`config.mk`:
```
export PLATFORM = sky130hd
export DESIGN_NAME = axi4_lite_reg_slave
export DESIGN_NICKNAME = d
export VERILOG_FILES = /design/src/rtl/axi4_lite_pkg.sv /design/src/rtl/axi4_lite_reg_slave.sv
export SDC_FILE = /design/constraint.sdc
export NUM_CORES = 1
export LEC_CHECK = 0
export BUFFER_PORTS_ARGS = -buffer_cell sky130_fd_sc_hd__buf_2
export CORE_MARGIN = 4
export CORE_UTILIZATION = 45
export CTS_CLUSTER_DIAMETER = 200
export CTS_CLUSTER_SIZE = 10
export DETAILED_ROUTE_END_ITERATION = 10
export GPL_ROUTABILITY_DRIVEN = 0
export PLACE_DENSITY = 0.67
export SYNTH_ARGS = -nofsm -noshare
export SYNTH_HDL_FRONTEND = slang
export SYNTH_SLANG_ARGS = --single-unit
```
`constraint.sdc`:
```
create_clock -name clk -period 7.95 [get_ports clk]
set_clock_uncertainty 0.15 [all_clocks]
set_input_delay 1.1925 -clock clk [delete_from_list [all_inputs] [get_ports clk]]
set_output_delay 1.1925 -clock clk [all_outputs]
set_load 0.01 [all_outputs]
```
`src/rtl/axi4_lite_pkg.sv`:
```
// -----------------------------------------------------------------------------
// axi4_lite_pkg
// Shared definitions for the AXI4-Lite register slave:
//   - AXI response codes (OKAY, SLVERR)
//   - write-channel and read-channel FSM state enums
//   - byte-lane mask helper used by the register write path
// No ports (package).
// -----------------------------------------------------------------------------
package axi4_lite_pkg;

    localparam logic [1:0] RESP_OKAY   = 2'b00;
    localparam logic [1:0] RESP_SLVERR = 2'b10;

    typedef enum logic [1:0] {
        W_IDLE      = 2'd0,
        W_HAVE_ADDR = 2'd1,
        W_HAVE_DATA = 2'd2,
        W_RESP      = 2'd3
    } wr_state_e;

    typedef enum logic {
        R_IDLE = 1'b0,
        R_DATA = 1'b1
    } rd_state_e;

    // Merge new data into an old 32-bit word under a 4-bit byte strobe.
    function automatic logic [31:0] strobe_merge(
        input logic [31:0] old_word,
        input logic [31:0] new_word,
        input logic [3:0]  strb
    );
        logic [31:0] res;
        res = old_word;
        for (int unsigned k = 0; k < 4; k++) begin
            if (strb[k]) begin
                res[8*k +: 8] = new_word[8*k +: 8];
            end
        end
        return res;
    endfunction

endpackage : axi4_lite_pkg

```
`src/rtl/axi4_lite_reg_slave.sv`:
```
// -----------------------------------------------------------------------------
// axi4_lite_reg_slave
// AXI4-Lite responder exposing NUM_REGS 32-bit registers at byte addresses
// 4*i (ADDR[1:0] ignored). Independent write and read FSMs run concurrently.
//
// Parameters:
//   ADDR_WIDTH  address width of AWADDR/ARADDR (default 32)
//   DATA_WIDTH  data / register width, only 32 supported (default 32)
//   NUM_REGS    number of registers, power of two 2..256 (default 16)
//
// Ports:
//   clk, rst                 clock, synchronous active-high reset
//   AWADDR/AWVALID/AWREADY   write address channel
//   WDATA/WSTRB/WVALID/WREADY write data channel
//   BRESP/BVALID/BREADY      write response channel
//   ARADDR/ARVALID/ARREADY   read address channel
//   RDATA/RRESP/RVALID/RREADY read data channel
//   regs_o                   flat register contents, reg i at [32i+31:32i]
//
// Build option:
//   AXIL_REG_SLAVE_ERR_EN  when defined, out-of-range accesses answer SLVERR;
//                          otherwise they answer OKAY. In both builds an
//                          out-of-range read returns 0 and a write is dropped.
// -----------------------------------------------------------------------------
module axi4_lite_reg_slave
    import axi4_lite_pkg::*;
#(
    parameter int unsigned ADDR_WIDTH = 32,
    parameter int unsigned DATA_WIDTH = 32,
    parameter int unsigned NUM_REGS   = 16
) (
    input  logic                           clk,
    input  logic                           rst,

    input  logic [ADDR_WIDTH-1:0]          AWADDR,
    input  logic                           AWVALID,
    output logic                           AWREADY,

    input  logic [DATA_WIDTH-1:0]          WDATA,
    input  logic [DATA_WIDTH/8-1:0]        WSTRB,
    input  logic                           WVALID,
    output logic                           WREADY,

    output logic [1:0]                     BRESP,
    output logic                           BVALID,
    input  logic                           BREADY,

    input  logic [ADDR_WIDTH-1:0]          ARADDR,
    input  logic                           ARVALID,
    output logic                           ARREADY,

    output logic [DATA_WIDTH-1:0]          RDATA,
    output logic [1:0]                     RRESP,
    output logic                           RVALID,
    input  logic                           RREADY,

    output logic [NUM_REGS*DATA_WIDTH-1:0] regs_o
);

    localparam int unsigned IDX_W = (NUM_REGS > 1) ? $clog2(NUM_REGS) : 1;

`ifdef AXIL_REG_SLAVE_ERR_EN
    localparam logic [1:0] RESP_OOR = RESP_SLVERR;
`else
    localparam logic [1:0] RESP_OOR = RESP_OKAY;
`endif

    // ------------------------------------------------------------------
    // Address decode helpers
    // ------------------------------------------------------------------
    function automatic logic addr_in_range(input logic [ADDR_WIDTH-1:0] a);
        // Everything above the register-index bits must be zero.
        return (a >> (IDX_W + 2)) == '0;
    endfunction

    function automatic logic [IDX_W-1:0] addr_index(input logic [ADDR_WIDTH-1:0] a);
        return a[IDX_W+1:2];
    endfunction

    // ------------------------------------------------------------------
    // State
    // ------------------------------------------------------------------
    wr_state_e                 wr_state_q, wr_state_d;
    rd_state_e                 rd_state_q, rd_state_d;

    logic [ADDR_WIDTH-1:0]     awaddr_q,  awaddr_d;
    logic [DATA_WIDTH-1:0]     wdata_q,   wdata_d;
    logic [DATA_WIDTH/8-1:0]   wstrb_q,   wstrb_d;
    logic [1:0]                bresp_q,   bresp_d;

    logic [DATA_WIDTH-1:0]     rdata_q,   rdata_d;
    logic [1:0]                rresp_q,   rresp_d;

    logic [DATA_WIDTH-1:0]     regs_q [NUM_REGS];
    logic [DATA_WIDTH-1:0]     regs_d [NUM_REGS];

    // Commit bus: the address/data pair that completes on this edge.
    logic                      commit;
    logic [ADDR_WIDTH-1:0]     cm_addr;
    logic [DATA_WIDTH-1:0]     cm_data;
    logic [DATA_WIDTH/8-1:0]   cm_strb;

    logic                      aw_hs;
    logic                      w_hs;

    // ------------------------------------------------------------------
    // Channel handshake outputs (pure functions of FSM state)
    // ------------------------------------------------------------------
    assign AWREADY = (wr_state_q == W_IDLE) || (wr_state_q == W_HAVE_DATA);
    assign WREADY  = (wr_state_q == W_IDLE) || (wr_state_q == W_HAVE_ADDR);
    assign BVALID  = (wr_state_q == W_RESP);
    assign BRESP   = bresp_q;

    assign ARREADY = (rd_state_q == R_IDLE);
    assign RVALID  = (rd_state_q == R_DATA);
    assign RDATA   = rdata_q;
    assign RRESP   = rresp_q;

    assign aw_hs = AWVALID && AWREADY;
    assign w_hs  = WVALID  && WREADY;

    // ------------------------------------------------------------------
    // Write FSM: next state, holding registers, commit selection
    // ------------------------------------------------------------------
    always_comb begin
        wr_state_d = wr_state_q;
        awaddr_d   = awaddr_q;
        wdata_d    = wdata_q;
        wstrb_d    = wstrb_q;
        bresp_d    = bresp_q;
        commit     = 1'b0;
        cm_addr    = awaddr_q;
        cm_data    = wdata_q;
        cm_strb    = wstrb_q;

        unique case (wr_state_q)
            W_IDLE: begin
                if (aw_hs && w_hs) begin
                    commit     = 1'b1;
                    cm_addr    = AWADDR;
                    cm_data    = WDATA;
                    cm_strb    = WSTRB;
                    wr_state_d = W_RESP;
                end else if (aw_hs) begin
                    awaddr_d   = AWADDR;
                    wr_state_d = W_HAVE_ADDR;
                end else if (w_hs) begin
                    wdata_d    = WDATA;
                    wstrb_d    = WSTRB;
                    wr_state_d = W_HAVE_DATA;
                end
            end
            W_HAVE_ADDR: begin
                if (w_hs) begin
                    commit     = 1'b1;
                    cm_data    = WDATA;
                    cm_strb    = WSTRB;
                    wr_state_d = W_RESP;
                end
            end
            W_HAVE_DATA: begin
                if (aw_hs) begin
                    commit     = 1'b1;
                    cm_addr    = AWADDR;
                    wr_state_d = W_RESP;
                end
            end
            W_RESP: begin
                if (BREADY) begin
                    wr_state_d = W_IDLE;
                end
            end
            default: wr_state_d = W_IDLE;
        endcase

        if (commit) begin
            bresp_d = addr_in_range(cm_addr) ? RESP_OKAY : RESP_OOR;
        end
    end

    // ------------------------------------------------------------------
    // Register array next state: byte-lane merge on an in-range commit
    // ------------------------------------------------------------------
    always_comb begin
        regs_d = regs_q;
        if (commit && addr_in_range(cm_addr)) begin
            regs_d[addr_index(cm_addr)] =
                strobe_merge(regs_q[addr_index(cm_addr)], cm_data, cm_strb);
        end
    end

    // ------------------------------------------------------------------
    // Read FSM. Data is captured from regs_q (not regs_d), so a read on the
    // same edge as a commit to the same register returns the old value.
    // ------------------------------------------------------------------
    always_comb begin
        rd_state_d = rd_state_q;
        rdata_d    = rdata_q;
        rresp_d    = rresp_q;

        unique case (rd_state_q)
            R_IDLE: begin
                if (ARVALID) begin
                    if (addr_in_range(ARADDR)) begin
                        rdata_d = regs_q[addr_index(ARADDR)];
                        rresp_d = RESP_OKAY;
                    end else begin
                        rdata_d = '0;
                        rresp_d = RESP_OOR;
                    end
                    rd_state_d = R_DATA;
                end
            end
            R_DATA: begin
                if (RREADY) begin
                    rd_state_d = R_IDLE;
                end
            end
            default: rd_state_d = R_IDLE;
        endcase
    end

    // ------------------------------------------------------------------
    // Sequential state
    // ------------------------------------------------------------------
    always_ff @(posedge clk) begin
        if (rst) begin
            wr_state_q <= W_IDLE;
            rd_state_q <= R_IDLE;
            awaddr_q   <= '0;
            wdata_q    <= '0;
            wstrb_q    <= '0;
            bresp_q    <= '0;
            rdata_q    <= '0;
            rresp_q    <= '0;
            regs_q     <= '{default: '0};
        end else begin
            wr_state_q <= wr_state_d;
            rd_state_q <= rd_state_d;
            awaddr_q   <= awaddr_d;
            wdata_q    <= wdata_d;
            wstrb_q    <= wstrb_d;
            bresp_q    <= bresp_d;
            rdata_q    <= rdata_d;
            rresp_q    <= rresp_d;
            regs_q     <= regs_d;
        end
    end

    // ------------------------------------------------------------------
    // Flattened register view
    // ------------------------------------------------------------------
    always_comb begin
        regs_o = '0;
        for (int unsigned i = 0; i < NUM_REGS; i++) begin
            regs_o[i*DATA_WIDTH +: DATA_WIDTH] = regs_q[i];
        end
    end

endmodule : axi4_lite_reg_slave

```
Yosys cells after proc, flatten, opt, wreduce, memory -nomap -nowiden
Cells that the tools add are included.
{"block": "word_totals", "reg_bits": 615, "in_bits": 107, "output_inout_bits": 553, "word_cells": 92}
{"block": "op_classes", "reduce_logical": 14, "eq_ne": 7, "order_cmp": 3, "muxes": 41, "n_bitwise": 5}
{"operator": "$bwmux 512", "count": 1}
{"operator": "$mux 32", "count": 10}
{"operator": "$bmux 32 s4", "count": 2}
{"operator": "$demux 32 s4", "count": 1}
{"operator": "$pmux 32 s2", "count": 2}
{"operator": "$logic_not 32->1", "count": 2}
{"operator": "$mux 8", "count": 8}
{"operator": "$mux 2", "count": 6}
{"operator": "$ge 5x5->1 const B", "count": 2}
{"operator": "$not 4->5", "count": 2}
{"operator": "$mux 4", "count": 2}
{"operator": "$pmux 2 s4", "count": 1}
{"operator": "$pmux 4 s2", "count": 1}
{"operator": "$logic_and 1x1->1", "count": 5}
{"operator": "$lt 5x1->1 const B", "count": 1}
{"operator": "$mux 1", "count": 5}
{"operator": "$eq 2x2->1 const B", "count": 2}
{"operator": "$ne 2x2->1 const B", "count": 2}
{"operator": "$ne 4x3->1 const B", "count": 1}
{"operator": "$reduce_and 2->1", "count": 2}
{"operator": "$reduce_and 4->1", "count": 1}
{"operator": "$not 1->1", "count": 3}
{"operator": "$pmux 1 s3", "count": 1}
{"operator": "$reduce_and 3->1", "count": 1}
{"operator": "5 further kinds", "count": 6}

Logic depth before layout (Yosys ltp)
{"block": "depth", "word_depth": 13, "ltp_mapped": 16, "mapped_depth_nobuf": 9}

Worst setup path after synthesis
No wires, ideal clock.
{"block": "synth_timing", "kind": "input to register", "startpoint": "input WVALID", "endpoint": "register regs_q (netlist bit regs_o[121])", "setup_ns": 0.125, "required_time_ns": 7.675, "path_buffers": 2, "t_arrival_ns": 3.591, "cell_stages": 9, "setup_slack_ns": 4.083, "cell_sequence": "a21o_1 -> and3_1 -> nor2_4 -> clkbuf_1 -> mux2_2 -> a221o_1 -> o41ai_4 -> clkbuf_2 -> o21ai_0"}
{"block": "synth_via", "elab_chain_len": 11, "elab_cells_between_ends": 27, "classes_between": "order compare (2); mux (19); bitwise (1); reduce/logical (5)"}
{"item": "start, declared", "line": "axi4_lite_reg_slave.sv:41", "rtl": "input logic WVALID,"}
{"item": "$logic_and 1x1->1 *", "line": "axi4_lite_reg_slave.sv:120", "rtl": "assign w_hs = WVALID && WREADY;"}
{"item": "$logic_and 1x1->1", "line": "axi4_lite_reg_slave.sv:138", "rtl": "if (aw_hs && w_hs) begin"}
{"item": "$mux 32", "line": "axi4_lite_reg_slave.sv:138"}
{"item": "$pmux 32 s2", "line": "axi4_lite_reg_slave.sv:136", "rtl": "unique case (wr_state_q)"}
{"item": "$not 4->5 (implied by the code)", "line": "axi4_lite_reg_slave.sv:187, axi4_lite_reg_slave.sv:188"}
{"item": "$bmux 32 s4", "line": "axi4_lite_reg_slave.sv:188", "rtl": "strobe_merge(regs_q[addr_index(cm_addr)], cm_data, cm_strb);"}
{"item": "$mux 32 (implied by the code) (2 in series)", "line": "axi4_lite_reg_slave.sv:188"}
{"item": "$mux 8", "line": "axi4_lite_pkg.sv:35", "rtl": "if (strb[k]) begin"}
{"item": "$mux 8", "line": "axi4_lite_reg_slave.sv:186", "rtl": "if (commit && addr_in_range(cm_addr)) begin"}
{"item": "$bwmux 512", "line": "axi4_lite_reg_slave.sv:187", "rtl": "regs_d[addr_index(cm_addr)] ="}
{"item": "end signal, assigned", "line": "axi4_lite_reg_slave.sv:246", "rtl": "regs_q <= regs_d;"}
{"item": "end, declared", "line": "axi4_lite_reg_slave.sv:94", "rtl": "logic [DATA_WIDTH-1:0] regs_q [NUM_REGS];"}
Mark *: on every way between the ends. The rest lies on a longest branch, timed or not. The select of a mux whose other input is x is not followed.
A chain may end at the register's enable or synchronous reset.

Final worst setup path
{"block": "layout_timing", "startpoint": "register wr_state_q[0]", "endpoint": "register regs_q (netlist bit regs_o[365])"}
{"block": "layout_via", "elab_chain_len": 13, "elab_cells_between_ends": 35, "classes_between": "order compare (2); eq/ne (2); mux (21); bitwise (1); reduce/logical (9)"}
{"item": "start, declared", "line": "axi4_lite_reg_slave.sv:83", "rtl": "wr_state_e wr_state_q, wr_state_d;"}
{"item": "start signal, assigned", "line": "axi4_lite_reg_slave.sv:238", "rtl": "wr_state_q <= wr_state_d;"}
{"item": "$eq 2x2->1, or another cell as far along", "line": "axi4_lite_reg_slave.sv:109, axi4_lite_reg_slave.sv:136"}
{"item": "$logic_or 1x1->1 (on tied branches)", "line": "axi4_lite_reg_slave.sv:109, axi4_lite_reg_slave.sv:110"}
{"item": "$logic_and 1x1->1 (on tied branches)", "line": "axi4_lite_reg_slave.sv:119, axi4_lite_reg_slave.sv:120"}
{"item": "$logic_and 1x1->1", "line": "axi4_lite_reg_slave.sv:138"}
{"item": "$mux 32", "line": "axi4_lite_reg_slave.sv:138"}
{"item": "$pmux 32 s2", "line": "axi4_lite_reg_slave.sv:136"}
{"item": "$not 4->5 (implied by the code)", "line": "axi4_lite_reg_slave.sv:187, axi4_lite_reg_slave.sv:188"}
{"item": "$bmux 32 s4", "line": "axi4_lite_reg_slave.sv:188"}
{"item": "$mux 32 (implied by the code) (2 in series)", "line": "axi4_lite_reg_slave.sv:188"}
{"item": "$mux 8", "line": "axi4_lite_pkg.sv:35"}
{"item": "$mux 8", "line": "axi4_lite_reg_slave.sv:186"}
{"item": "$bwmux 512", "line": "axi4_lite_reg_slave.sv:187"}
Parallel ways exist; a longest one is shown, timed or not. The select of a mux whose other input is x is not followed.

==> flow_metrics.env <==
export IMPL_outcome="finished, violations left"
export IMPL_failed_checks="max-capacitance violations, max-slew violations"
export IMPL_placed_cells=4836
export IMPL_portBuffers=651
export IMPL_post_route_drc_count=0
export IMPL_dpl_instance_area_sq_um=36600
export IMPL_yosysTopAreaCellShare_pct=37.3
export IMPL_period_share_pct=70.5
export IMPL_report_final_slew_viol_count=6
export IMPL_initial_utilization_pct=45.7
export IMPL_antenna_found_initial=5
export IMPL_stdcell_count=4913
export IMPL_cts_htree_levels=3
export IMPL_yosysWarnings=0
export IMPL_globalRouteTotalUtil_pct=37.2
export IMPL_cts_setup_buffers=0
export IMPL_setup_slack_of_the_most_critical_reg_to_reg_path_ps=2350
export IMPL_max_vdd_ir_drop_mv=0.126
export IMPL_first_global_vias=29700
export IMPL_post_layout_total_power_w=0.00858
export IMPL_post_synth_cell_area_avg_sq_um=9.28
export IMPL_core_area_sq_um=72000
export IMPL_clkTransAtPathRegs_ps=60
export IMPL_place_detailed_hpwl_microns=104000
export IMPL_worst_skew_pair_late_latency_ps=620
export IMPL_grt_setup_unrepaired="no"
export IMPL_syn_to_final_growth_pct=17.2
export IMPL_p_leak_nw=15.4
export IMPL_detailedPlace_worstSlack_ps=2090
export IMPL_synth_seq_cells=613
export IMPL_clock_sink_count=613
export IMPL_worstMarginPinSlew_ps=1550
export IMPL_synthCells=3543
export IMPL_nets=4070
export IMPL_drt_first_pass_iters=8
export IMPL_grt_max_degree=227
export IMPL_synth_enable_flop_cells=0
export IMPL_critPathArrivalTime_ps=5880
export IMPL_holdBufCountCts=0
export IMPL_post_synth_main_area_contributors="dfxtp_1 37%, mux4_2 11%, o21ai_0 8.7%, nand3b_1 7.7%, nand2_1 3.8%"
export IMPL_setup_tns_ps=0
export IMPL_ys_seq_area_share_pct=37.3
export IMPL_fp_row_count=98
export IMPL_critical_path_class="flop to flop"
export IMPL_cts_root_to_sink_buffers=3
export IMPL_routed_wirelength_microns=153000
export IMPL_yosys_cell_types_count=63
export IMPL_cp_max_fo=83
export IMPL_wire_per_inst_microns=31.1
export IMPL_finalHoldViolCount=0
export IMPL_antenna_violating_nets_post_route=0
export IMPL_max_cap_violations=3
export IMPL_drive_gt1_share_pct=28.0
export IMPL_timing_slew_headroom_pct=-4.02
export IMPL_layout_setup_ws_ps=2350
export IMPL_hp_class="flop to flop"
export IMPL_die_area_sq_um=77400
export IMPL_critical_path_max_stage_delay_ps=1170
export IMPL_commonest_non_fill_non_tap_cell_in_the_layout="buf_2"
export IMPL_post_cts_resized=0
export IMPL_fmax_ghz=0.178
export IMPL_die_w_microns=278
export IMPL_critical_path_cell_by_cell="inv_1, ha_1, a21o_1, and3_1, nor2_4, buf_12, mux2_2, a221o_1, o41ai_4, o21ai_0"
export IMPL_cp_capture_type="flop"
export IMPL_via_count=33300
export IMPL_fp_dieH_microns=278
export IMPL_detail_route_iter0_violations=5189
export IMPL_ys_async_sr_fraction_pct=0
export IMPL_crit_path_top_delay_cell="o41ai_4"
export IMPL_critPathRequiredTime_ps=8230
export IMPL_cts_root_buf="clkbuf_16"
export IMPL_cts_buf_count=71
export IMPL_synth_largest_area_cell="dfxtp_1"
export IMPL_final_period_minus_worst_setup_slack_ps=5600
export IMPL_synth_area_sq_um=32900
export IMPL_cts_tree="done"
export IMPL_timing_critical_path_from_type="flop"
export IMPL_num_io_pins=660
export IMPL_pwr_density_cell_nw_per_um2=223
export IMPL_finalSetupViolCount=0
export IMPL_global_route_wire_length_before_repair_microns=219000
export IMPL_postLayoutCellArea_sq_um=38500
export IMPL_antenna_cells=0
export IMPL_gr_overflow_total=0
export IMPL_final_cell_mix="648 x buf_2, 613 x dfxtp_1, 572 x o21ai_0"
export IMPL_synth_main_ff_cell="dfxtp_1"
export IMPL_avgViaCountPerCell=6.79
stage by stage:
stage / hold WS [ps] / util (%)
after floorplan: 281 / -
after global placement: 292 / 50.9
after detailed placement: 295 / 50.9
after CTS: 303 / 53.5
after global routing: 319 / 53.5
final: 301 / 53.5
metal layers:
metal / vias up / routed length, microns / track usage, %
li1: 14200 / - / -
met1: 16400 / 60200 / 52.0
met2: 2380 / 61900 / 51.7
met3: 335 / 24200 / 15.9
met4: 4 / 6560 / 12.3
met5: - / 17 / 0
cells by family (layout without fill, tap and decap cells):
logic type / count (synthesis) / count (layout) / share of synthesized area (%)
fa+ha+maj: 4 / 4 / 0.152
compound gates: 1158 / 1158 / 23.8
buf+inv: 408 / 825 / 5.04
other cells: 1 / 4 / 0.0114
mux: 276 / 276 / 14.7
flops: 613 / 613 / 37.3
simple gates: 1083 / 1083 / 18.9
critical path: cells and delay by family, from the launching register on:
kind / cells / cell delay, ps
AO/OA/AOI/OAI: 4 / 2150
adder cells (fa/ha/maj): 1 / 350
buffers and inverters: 2 / 570
flip-flops: 1 / 390
multiplexers: 1 / 390
AND/OR/NAND/NOR: 2 / 1280
flip-flops by register name, indices dropped and copies added (netlist names):
register,flops
regs_o,512
RDATA,32
wdata_q,32
awaddr_q,30
wstrb_q,4
wr_state_q,2
RVALID,1
cell type report:
class                      instances  area [sq um]
clock buffer                      73          1830
tap                              950          1190
inverter                           6          22.5
timing repair buffer             742          4030
sequential                       613         12300
clock inverter                     4          50.0
fill                            6647         33500
multi-input combinational       2525         19100
synth_stat cells (16+ instances only):
cell type,instances
mux4_2,159
a22oi_1,33
o31ai_1,48
clkbuf_1,320
a22o_1,40
a222oi_1,32
nand3b_1,336
dfxtp_1,613
mux2i_1,60
and3_1,101
buf_2,38
nand3_1,30
o41ai_4,16
nor2b_1,177
mux2_2,55
nor2_1,49
a221o_1,29
o21ai_0,573
nand2_1,332
a21oi_1,97
o311ai_0,16
a211oi_1,95
buf_1,17
a311oi_1,95
where the power goes:
part,internal [W],switching (W)
sequential,0.00314,0.0000532
clock,0.00162,0.00134
combinational,0.000610,0.00183
total,0.00537,0.00322
path summary, 6_finish.rpt:
| path | end | from | cells after the start |
|---|---|---|---|
| worst max-delay path | regs_o[365] | wr_state_q[0] | 10 |
| worst min-delay path | awaddr_q[12] | awaddr_q[12] | 2 |
| worst max register to register | regs_o[365] | wr_state_q[0] | 10 |
| worst min register to register | awaddr_q[12] | awaddr_q[12] | 2 |
(Power assumes the default switching activity.)
